[src/rtl/mac_accum_stage.sv]
// mac_accum_stage
// Sums N_TERMS consecutive unsigned products from the registered multiplier
// into one ACC_W-bit result. The result is offered downstream on a valid/ready
// handshake. A sticky flag records any carry out of the accumulator MSB.
//
// Parameter limits: ACC_W >= PROD_W and 1 <= N_TERMS <= 255. The term counter
// is 8 bits wide, so N_TERMS cannot exceed 255.
module mac_accum_stage #(
  parameter int PROD_W  = 16,
  parameter int ACC_W   = 24,
  parameter int N_TERMS = 8
) (
  input  logic              clk,
  input  logic              rst,
  input  logic              start,
  input  logic              prod_valid,
  input  logic [PROD_W-1:0] product,
  output logic              busy,
  output logic              acc_valid,
  input  logic              acc_ready,
  output logic [ACC_W-1:0]  acc_out,
  output logic              overflow,
  output logic [7:0]        term_cnt
);

  typedef enum logic [1:0] {
    IDLE  = 2'd0,
    ACCUM = 2'd1,
    DONE  = 2'd2
  } state_t;

  // Counter value at which the incoming product is the final term.
  localparam logic [7:0] LAST_CNT = 8'(N_TERMS - 1);

  // Zero-extension width that brings the product up to ACC_W+1 bits, so the
  // carry out of the accumulator lands in the top bit of the sum.
  localparam int EXT_W = ACC_W - PROD_W + 1;

  state_t             state_reg, state_next;
  logic [ACC_W-1:0]   acc_reg, acc_next;
  logic [7:0]         cnt_reg, cnt_next;
  logic               ovf_reg, ovf_next;
  logic               busy_reg, busy_next;
  logic               valid_reg, valid_next;
  logic [ACC_W:0]     sum_ext;

  // Wide sum: bit ACC_W is the carry out of the modulo-2^ACC_W accumulator.
  assign sum_ext = {1'b0, acc_reg} + {{EXT_W{1'b0}}, product};

  // State and datapath registers; reset clears everything without a clock.
  always_ff @(posedge clk or posedge rst) begin
    if (rst) begin
      state_reg <= IDLE;
      acc_reg   <= '0;
      cnt_reg   <= '0;
      ovf_reg   <= 1'b0;
      busy_reg  <= 1'b0;
      valid_reg <= 1'b0;
    end else begin
      state_reg <= state_next;
      acc_reg   <= acc_next;
      cnt_reg   <= cnt_next;
      ovf_reg   <= ovf_next;
      busy_reg  <= busy_next;
      valid_reg <= valid_next;
    end
  end

  // Next-state logic. busy and acc_valid are computed one cycle ahead so they
  // come straight from flops and change together with the state register.
  always_comb begin
    state_next = state_reg;
    acc_next   = acc_reg;
    cnt_next   = cnt_reg;
    ovf_next   = ovf_reg;
    busy_next  = busy_reg;
    valid_next = valid_reg;

    unique case (state_reg)
      IDLE: begin
        // The previous result stays on acc_out until a new run begins.
        if (start) begin
          state_next = ACCUM;
          acc_next   = '0;
          cnt_next   = '0;
          ovf_next   = 1'b0;
          busy_next  = 1'b1;
          valid_next = 1'b0;
        end
      end

      ACCUM: begin
        // start is deliberately ignored here. An accumulation always runs to
        // completion. Gaps in prod_valid simply stall the run.
        if (prod_valid) begin
          acc_next = sum_ext[ACC_W-1:0];
          cnt_next = cnt_reg + 8'd1;
          ovf_next = ovf_reg | sum_ext[ACC_W];
          if (cnt_reg == LAST_CNT) begin
            state_next = DONE;
            busy_next  = 1'b0;
            valid_next = 1'b1;
          end
        end
      end

      DONE: begin
        // The result is frozen until the consumer takes it. A start pulse
        // seen on the transfer cycle does not chain into a new run.
        if (acc_ready) begin
          state_next = IDLE;
          valid_next = 1'b0;
        end
      end

      default: begin
        state_next = IDLE;
        busy_next  = 1'b0;
        valid_next = 1'b0;
      end
    endcase
  end

  assign busy      = busy_reg;
  assign acc_valid = valid_reg;
  assign acc_out   = acc_reg;
  assign overflow  = ovf_reg;
  assign term_cnt  = cnt_reg;

endmodule
[config.mk]
export PLATFORM = sky130hd
export DESIGN_NAME = mac_accum_stage
export DESIGN_NICKNAME = d
export VERILOG_FILES = /design/src/rtl/mac_accum_stage.sv
export SDC_FILE = /design/constraint.sdc
export NUM_CORES = 1
export LEC_CHECK = 0
export CELL_PAD_IN_SITES_DETAIL_PLACEMENT = 0
export CELL_PAD_IN_SITES_GLOBAL_PLACEMENT = 1
export CORE_MARGIN = 1
export CORE_UTILIZATION = 30
export DETAILED_ROUTE_END_ITERATION = 12
export GPL_ROUTABILITY_DRIVEN = 0
export GPL_TIMING_DRIVEN = 0
export MAX_ROUTING_LAYER = met4
export PLACE_DENSITY = 0.67
export SKIP_CTS_REPAIR_TIMING = 1
export SYNTH_ARGS = -nofsm -noshare
export SYNTH_HDL_FRONTEND = slang
export SYNTH_SLANG_ARGS = --single-unit
[constraint.sdc]
create_clock -name clk -period 2.41 [get_ports clk]
set_input_delay 0.241 -clock clk [delete_from_list [all_inputs] [get_ports clk]]
set_output_delay 0.241 -clock clk [all_outputs]
set_load 0.02 [all_outputs]
Yosys cells after proc, flatten, opt, wreduce, memory -nomap -nowiden
Index checks and enable logic that the tools add are counted.
{ "totals": {"reg_bits": 37, "in_bits": 21, "out_inout_bits": 35, "wordCells": 44} }
{ "classes": {"add_sub_neg": 2, "n_eq_ne": 7, "n_mux": 22, "bitwise": 2, "reduce_logical": 5} }
{ "op_table": {"columns": ["op", "count"], "rows": [
  ["$mux W24", 2],
  ["$pmux W24 S2", 1],
  ["$add A24 B16 Y25", 1],
  ["$mux W8", 2],
  ["$pmux W8 S2", 1],
  ["$add A8 B1 Y8 const B", 1],
  ["$eq A8 B3 Y1 const B", 1],
  ["$mux W1", 8],
  ["$mux W2", 4],
  ["$ne A2 B2 Y1 const B", 4],
  ["$reduce_and A4 Y1", 2],
  ["$pmux W1 S3", 2],
  ["$pmux W2 S3", 1],
  ["$reduce_and A3 Y1", 1],
  ["$eq A2 B1 Y1 const B", 1],
  ["$eq A2 B2 Y1 const B", 1],
  ["$logic_not A2 Y1", 1],
  ["$pmux W1 S2", 1],
  ["$reduce_bool A2 Y1", 1],
  ["$not A1 Y1", 1],
  ["$or A1 B1 Y1", 1]
]} }

Longest topological paths before layout
Gate-level depths: netlist (run 1).
{ "logic_depth": {"word_depth": 4, "depth_mapped": 8, "mapped_depth_nobuf": 8} }

Worst setup path after synthesis (run 1)
No wires, ideal clock.
{ "synth_path": {"kind": "register to register", "start": "register acc_reg[0] (netlist: acc_out[0])", "end": "register acc_reg[14] (netlist: acc_out[14])", "setup_time_ns": 0.129, "arrival_time_ns": 2.180, "t_required_ns": 2.281, "path_slack_ns": 0.102, "path_stages_with_launch": 9, "n_path_buf": 0, "synth_period_minus_slack_ns": 2.308, "path_cell_list": "dfrtp_1 > ha_1 > fa_1 > a21oi_2 > o211ai_1 > a311o_1 > a31oi_1 > xor2_1 > o21ai_1"} }
{ "synth_via": {"elab_chain_len": 3} }
{ "synth_rtl": {"columns": ["item", "line", "text"], "rows": [
  ["start, declared", "40", "logic [ACC_W-1:0] acc_reg, acc_next;"],
  ["start signal, assigned", "61", "acc_reg <= acc_next;"],
  ["$add A24 B16 Y25", "48", "assign sum_ext = {1'b0, acc_reg} + {{EXT_W{1'b0}}, product};"],
  ["$mux W24", "95", "if (prod_valid) begin"],
  ["$pmux W24 S2", "79", "unique case (state_reg)"]
]} }
Every way passes these cells. The select of a mux whose other input is x is not followed.
A chain may end at the register's enable or synchronous reset.

Worst setup path in the final report (run 1)
Same ends and word-level chain as after synthesis.

==> results of run 1 <==
==> worst register-to-register path: cells and delay by family, from the launching register on <==
family	cells	cell delay, ps
flip-flops	1	400
AO/OA/AOI/OAI	5	970
adder cells (fa/ha/maj)	2	640
XOR/XNOR	1	170
==> metal layers <==
layer	vias up	wire, um	share of wire (%)	global-route usage (%)
li1	1093	-	-	-
met1	1040	3110	49	22.0
met2	47	2920	46	24.7
met3	9	221	3.5	3.23
met4	0	95	1.5	5.73
met5	-	0	0	-
==> placed cells by master (no fill, tap or decap), drive strengths merged, types with 7 or more instances in the layout <==
cell type / synthesis / routed
xnor2: 8 / 8
clkdlybuf4s50: 0 / 55
a21oi: 21 / 21
ha: 17 / 17
clkbuf: 3 / 8
inv: 7 / 7
dfrtp: 36 / 36
o21ai: 29 / 29
nand2: 42 / 42
xor2: 11 / 11
nor2: 18 / 18
==> stage by stage <==
stage / instance area, sq um / hold WS, ps
after detailed placement: 3120 / 501
after global placement: 3120 / 493
final: 3250 / 408
after floorplan: 2440 / 408
after global routing: 3250 / 486
after CTS: 3230 / 445
==> worst paths after layout <==
kind,from,endpoint,slack (ps),cells after the start
min in group clk,acc_out[7],acc_out[7],520,2
setup reg to reg,acc_out[0],acc_out[14],110,8
max in group asynchronous,rst,acc_out[14],1490,2
hold / removal,rst,acc_out[23],410,2
setup / recovery,acc_out[0],acc_out[14],110,8
hold reg to reg,acc_out[7],acc_out[7],520,2
==> cell families after synthesis <==
logic type | count (synthesis)
and+or+nand+nor | 93
buffers and inverters | 15
AOI/OAI and AO/OA | 81
xor gates and xnor gates | 19
DFF | 36
muxes | 5
adders and majority gates | 18
==> report_power, final <==
group	leakage (uW)	internal [uW]	total [uW]	switching, uW
logic	0.000894	833	1980	1150
registers	0.000482	760	902	141
clock network	0.0000541	307	559	252
==> final cells by class <==
cell class                      count  area, sq um  area share (%)
Buffer                              8         45.0            1.39
Tap cell                          102          128            3.93
Sequential cell                    36          901            27.7
Clock buffer                        5         68.8            2.12
Inverter                            7         26.3           0.808
Multi-Input combinational cell    216         1490            45.8
Clock inverter                      3         42.5            1.31
Timing Repair Buffer               55          551            16.9
==> synth_stat cells (2+ instances only) <==
library cell,number
a211oi_1,2
a21oi_1,17
a21oi_2,3
a22o_1,3
a31oi_1,5
a41o_1,2
and2_1,2
and3_1,3
buf_2,3
clkbuf_1,3
dfrtp_1,36
ha_1,17
inv_1,7
mux2i_1,5
nand2_1,41
nand2b_1,5
nand3_1,3
nand4_1,5
nor2_1,17
nor2b_1,2
nor3_1,4
o2111ai_2,2
o211ai_1,3
o21ai_0,26
o21ai_1,3
o31ai_1,2
or3_1,2
xnor2_1,8
xor2_1,11
==> summary.txt, run 1 <==
Placement
  – Place WS: -365 ps
  – Number of buffers added on ports: 55
  – Post-Place Cells: 424
  – HPWL Detailed: around 4.8 mm

Synthesis
  – Seq/Total Area, Yosys: a little under two fifths
  – Largest family of logic cells by synthesized area: compound AO/OA/AOI/OAI gates
  – XOR/XNOR Fraction of Synth Area: 6.81%
  – Synth Net Count: ~310
  – Number of synthesized register bits: 36
  – Post-synth EDFFs: 0
  – Ys flop type: dfrtp_1
  – Ys async rst share: between 90% and 100%
  – Post-synth top area share: roughly 37%
  – Synth area leader: dfrtp_1
  – Simple-Gate Fraction of Synth Area: between 10% and 20%
  – Largest cells by area after synthesis: dfrtp_1 37%, ha_1 8.7%, nand2_1 6.3%
  – Synth Area in Adders: around a tenth
  – Synth Area in Compound Gates: around a quarter
  – Cells after Synth: 267
  – Mux contribution to synthesized area: a little over 2%
  – Synth Cell Area: about 2400 sq um
  – Synth warn: 0
  – Syn avg cell area: a little over 9 sq um
  – Post-synth cell types: between 50 and 60

Floorplanning
  – Die width: around 92 um
  – Initial core utilization: 31.3%
  – Die Y: 92.3 um
  – Row cnt: 32
  – I/O pin cnt: 56
  – Die ar.: 8510 sq um
  – Core Region: 7810 sq um

Worst setup path
  – Crit. End Element: flip-flop
  – Crit path kind: reg2reg
  – Crit-path max cell delay: about 400 ps
  – Buffers & Inverters on Critical Path: 0
  – Delay-heaviest family, CP: compound AO/OA/AOI/OAI gates
  – Max Fanout on Critical Path: 4
  – Worst Path Arrival: approximately 2500 ps
  – CP Data Required Time: between 2000 and 3000 ps
  – Slowest stage cell, crit path: dfrtp_1
  – Cell Chain, Critical Path: ha_1 > fa_2 > a21oi_4 > o211ai_1 > a311o_1 > a31oi_2 > xor2_1 > o21ai_1
  – Crit start category: flip-flop

GRT
  – Total grt overflow: 0
  – Gr usage total: between 10% and 20%
  – Largest net degree at the start of global routing: 37
  – First-pass GRT wire length: 10.6 mm
  – Initial antenna violation count: 0
  – Vias in the first global route: 2118

Final layout
  – # diodes: 0
  – FILL cells: between 700 and 800
  – Max reg flops: 24
  – Final std cells w/o fill: 432
  – Final Net Count: ~370
  – Core Util, Final: a little over two fifths
  – Layout cells sized above 1: 10.0%
  – Area added between synthesis and finish: 33.0%

Pwr
  – VDD IR max: roughly 0.00050 V
  – P per Cell Area: 1060 nW/um^2
  – Final Total Pwr: 3440 uW
  – Leakage: 0.00143 uW

Min path
  – Worst hold path type: in2async

Drt
  – Vias: 2189
  – Routed WL: around 6.3 mm
  – Drt first pass iters: 4
  – Drt initial violations: 78
  – Via/cell ratio: 5.07
  – WL/cell: 14.7 um
  – DRC: 0
  – Routed Antenna Nets: 0

STA
  – Post-route setup slack: approximately 110 ps
  – Hold Fails Final Rpt: 0
  – Setup violators final: 0
  – Least-Margin Pin Slew: 804 ps
  – Top achievable clock speed: between 400 and 500 MHz
  – Tcrit/Tclk final: 95.4%
  – Slew Limit Fails: 0
  – Slew HR: between 40 and 50%
  – RSZ-0062 raised after global routing: yes
  – Clock Skew: between 9 and 10 ps
  – Sum Neg Setup Slack: 0 ps
  – Fin crit period: between 2000 and 2500 ps

Outcome
  – Status: finished, final reports clean

Job
  – Max Cap Viol: 0

Clock tree
  – CTS root buf: clkbuf_8
  – Worst-Skew Late Latency: 300 ps
  – CTS tree: built
  – Clk sinks: 36
  – CTS Buffer Depth: 2
  – Reg clk slew, reported paths: 90 ps
  – CTS buffer count: 5
  – H-tree levels: 2
Note: power is estimated with default switching activity, not from simulation.
==> inputs of run 2 (changes only) <==
SETUP_SLACK_MARGIN = 0.02   (was not set)
==> results of run 2 <==
Final layout, timing and power as in run 1 (identical DEF).
